[src/rtl/fetch_ctrl.sv]
// fetch_ctrl: single-outstanding instruction fetch sequencer between pc, imem and decode
module fetch_ctrl #(
  parameter int TIMEOUT = 16
) (
  input  logic        clk,
  input  logic        rst_n,
  input  logic [31:0] pc_addr,
  output logic        pc_stall,
  input  logic        redirect,
  output logic        imem_req,
  output logic [31:0] imem_addr,
  input  logic        imem_ack,
  input  logic [31:0] imem_rdata,
  input  logic        imem_err,
  output logic        inst_valid,
  output logic [31:0] inst,
  output logic [31:0] inst_pc,
  input  logic        dec_ready,
  output logic        fault,
  output logic [1:0]  fault_cause,
  input  logic        fault_clr
);
  localparam int CW = $clog2(TIMEOUT + 1);
  typedef enum logic [2:0] {IDLE, REQ, HOLD, DROP, FAULT} state_t;
  state_t state, state_n;
  logic [CW-1:0] cnt;
  logic [1:0] cause_n;
  logic wait_tmo;
  assign wait_tmo = !imem_ack && cnt == CW'(TIMEOUT - 1);
  assign imem_req = state == REQ || state == DROP;
  assign inst_valid = state == HOLD;
  assign fault = state == FAULT;
  assign pc_stall = !(state == HOLD && dec_ready && !redirect);
  always_comb begin
    state_n = state;
    cause_n = fault_cause;
    case (state)
      IDLE:
        if (!redirect && pc_addr[1:0] != 2'd0) begin
          state_n = FAULT;
          cause_n = 2'd1;
        end else if (!redirect) state_n = REQ;
      REQ:
        if (wait_tmo) begin
          state_n = FAULT;
          cause_n = 2'd3;
        end else if (imem_ack && redirect) state_n = IDLE;
        else if (imem_ack && imem_err) begin
          state_n = FAULT;
          cause_n = 2'd2;
        end else if (imem_ack) state_n = HOLD;
        else if (redirect) state_n = DROP;
      HOLD: state_n = (redirect || dec_ready) ? IDLE : HOLD;
      DROP:
        if (wait_tmo) begin
          state_n = FAULT;
          cause_n = 2'd3;
        end else if (imem_ack) state_n = IDLE;
      FAULT:
        if (fault_clr) begin
          state_n = IDLE;
          cause_n = 2'd0;
        end
      default: state_n = IDLE;
    endcase
  end
  always_ff @(posedge clk) begin
    if (!rst_n) begin
      state <= IDLE;
      cnt <= '0;
      imem_addr <= '0;
      inst <= '0;
      inst_pc <= '0;
      fault_cause <= '0;
    end else begin
      state <= state_n;
      fault_cause <= cause_n;
      cnt <= (imem_req && state_n == state) ? cnt + CW'(1) : '0;
      imem_addr <= (state == IDLE && state_n == REQ) ? pc_addr : imem_addr;
      inst <= (state == REQ && state_n == HOLD) ? imem_rdata : inst;
      inst_pc <= (state == REQ && state_n == HOLD) ? imem_addr : inst_pc;
    end
  end
endmodule

[config.mk]
export PLATFORM = sky130hd
export DESIGN_NAME = fetch_ctrl
export DESIGN_NICKNAME = d
export VERILOG_FILES = /design/src/rtl/fetch_ctrl.sv
export SDC_FILE = /design/constraint.sdc
export NUM_CORES = 1
export LEC_CHECK = 0
export ABC_CLOCK_PERIOD_IN_PS = 2600
export BUFFER_PORTS_ARGS = -buffer_cell sky130_fd_sc_hd__buf_2
export CAP_MARGIN = 20
export CORE_MARGIN = 4
export CORE_UTILIZATION = 50
export CTS_CLUSTER_DIAMETER = 200
export DETAILED_ROUTE_END_ITERATION = 10
export PLACE_DENSITY = 0.89
export SLEW_MARGIN = 20
export SYNTH_ARGS = -nofsm -noshare
export SYNTH_HDL_FRONTEND = slang
export SYNTH_SLANG_ARGS = --single-unit
[constraint.sdc]
create_clock -name clk -period 2.6 [get_ports clk]
set_input_delay 0.26 -clock clk [delete_from_list [all_inputs] [get_ports clk]]
set_output_delay 0.26 -clock clk [all_outputs]
set_load 0.005 [all_outputs]
==> impl_metrics.toml <==
[outcome]
status = "completed"

[sta]
finalHoldViolCount = 0
period_share_pct = 73.9
fin_crit_ns = 1.92
drv_slew = 0
relSlewSlack_pct = 69.8
setup_violations = 0
rsz0062_at_grt = "no"
fin_skew_ns = 0.0106
timing.fmax_mhz = 520
tightest_slew_ns = 0.449
setup_slack_ns = 0.679
setup_tns_ns = 0

[pwr]
p_per_area_nw_per_um2 = 604
p_int_w = 0.00224
clockPowerShare_pct = 36.1
irDropWorstVdd_v = 0.000349
switching_share_pct = 22.4
p_switching_w = 0.000645
p_comb_share_pct = 6.3
p_leak_nw = 2.31
power_frac_seq_pct = 57.6

[synthesis]
ys_types = 35
synth_compound_area_share_pct = 22.9
synthSimpleGateAreaFrac_pct = 12.3
synthFlopType = "dfxtp_1"
yosys_warnings = 0
syn_area_per_cell_sq_um = 10.7
synth_edf_count = 0
synth_nets = 420
synthCells = 347
syn_area_sq_um = 3730
synth-xor-area-share_pct = 0.470
yosysSeqAreaShare_pct = 57.0
synth_fa_ha_area_share_pct = 0.672
synthMuxAreaShare_pct = 0.537
async_flop_share_pct = 0
synth_top_family_by_area = "compound AO/OA/AOI/OAI gates"
synth_seq_cells = 106

[floorplan]
fp.coreArea_sq_um = 7250
dieArea_sq_um = 8900
die_h_microns = 94.3
fp-row-count = 31
io_pins = 173
start_util_pct = 51.4
die_x_microns = 94.3

[clocking]
cts-buffers-inserted = 9
clk_pin_slew_worst_paths_ns = 0.10
post_cts_buffers = 0
cts-hold-fix-buffers = 0
cts_tree = "yes"
clockBufferDepth = 2
cts_root_buf = "clkbuf_8"
cts_resized = 0
clock_sinks = 106
clock_latency_ns = 0.35
htree_levels = 3

[route]
wl_per_cell_microns = 15.3
wl_microns = 9430
ant_nets = 0
via_count = 3193
viasPerCell = 5.19
first_pass_iters = 5
first_iter_violations = 93
drc = 0

[final_layout]
post_route_cells_drive_above_1_share_pct = 39.0
final_common_cell = "buf_2"
layout_common_cells = "buf_2 (172), dfxtp_1 (106), nand2_1 (65)"
num_antenna_cells = 0
fin_nets = 584
syn2layout_area_growth_pct = 28.1
post-route-util_pct = 65.8
final_area_sq_um = 4770

[grt]
grt_max_degree = 41
antenna_found_initial = 0
grt_first_pass_wirelength_microns = 14100
grt_pass1_vias = 2920
grt.total_usage_pct = 20.1
grt_overflow = 0

[min_path]
worstHoldPathType = "in2reg"

[place]
dp_hpwl_microns = 6950
routabilityCongestion = 0.858
port-buffer-count = 172
dpl_cell_area_sq_um = 4560
pre_cts_slack_ns = 0.690

[critical_path]
cp.arrival_ns = 2.19
end_kind = "flop"
crit_type = "reg2reg"
r2r_slack_ns = 0.68
worstSetupStartpointType = "flop"
path_max_fanout = 4
crit_required_ns = 2.87

[run]
cap_violations = 0
-- registers in the layout, summed over array words and instances, names as in the netlist --
signal and cells:
imem_addr 32, cnt 5, inst 32, fault_cause 2, inst_pc 32, state 3
-- metrics by stage --
step	instances	total power, W	hold slack, ns
5_1_grt	615	0.00299	0.0971
6_report	615	0.00288	0.115
3_3_place_gp	599	0.00187	0.432
4_1_cts	615	0.00291	0.0942
2_1_floorplan	347	0.00179	0.385
3_5_place_dp	599	0.00188	0.448
-- cells by family (layout without fill, tap and decap cells) --
family / count (synthesis) / count (layout)
buffers and inverters: 31 / 200
multiplexers: 2 / 2
XOR/XNOR: 2 / 2
adder cells (fa/ha/maj): 2 / 2
flip-flops: 106 / 106
AND/OR/NAND/NOR: 101 / 101
AO/OA/AOI/OAI: 103 / 103
-- layout make-up --
class,count,area [sq um]
clock buffer,12,155
clock inverter,4,56.3
fill,597,2480
inverter,4,15.0
multi-input combinational,210,1380
sequential,106,2120
tap,99,124
timing repair buffer,180,921
-- worst max-delay path, stage by stage, from the launching register on --
cell	delay (ns)
dfxtp_1	0.34
ha_1	0.22
and3_1	0.19
ha_1	0.20
nand2b_1	0.14
nor2_1	0.08
o31ai_1	0.42
mux2i_1	0.26
-- Yosys cell counts (2+ instances only) --
master	instances	area share, %
nand2b_1	2	0.34
o21a_1	2	0.40
buf_2	4	0.54
a22o_1	64	15
and2_1	2	0.34
a21boi_1	30	6.0
buf_4	3	0.60
nand4b_1	2	0.47
buf_6	13	3.9
and3_1	5	0.84
nor3b_2	2	0.67
nand2_1	65	6.5
clkbuf_1	7	0.71
ha_1	2	0.67
mux2i_1	2	0.54
nor2_1	10	1.0
dfxtp_1	106	57
nand3_1	6	0.81
nor3_1	2	0.27
inv_1	3	0.30
-- power groups by stage --
stage / registers [W] / logic [W] / clock network (W)
finish: 0.00166 / 0.000182 / 0.00104
global route: 0.00166 / 0.000200 / 0.00113
CTS: 0.00166 / 0.000183 / 0.00107
detailed placement: 0.00170 / 0.000182 / 0
global placement: 0.00170 / 0.000178 / 0
floorplan: 0.00170 / 0.0000931 / 0
-- final timing paths --
path / cells after the start / start / to
worst min-delay path: 2 / imem_rdata[2] / inst[2]
worst min register to register: 1 / cnt[0] / cnt[0]
worst max-delay path: 7 / cnt[0] / fault_cause[0]
worst max register to register: 7 / cnt[0] / fault_cause[0]
-- metal layers --
layer | vias to the layer above | global-route usage (%) | wire [microns]
li1 | 1557 | - | -
met3 | 7 | 5.13 | 758
met4 | 0 | 7.10 | 102
met5 | - | 0 | 0
met2 | 118 | 36.2 | 4630
met1 | 1511 | 22.9 | 3930
Power figures use the tool's default switching activity.
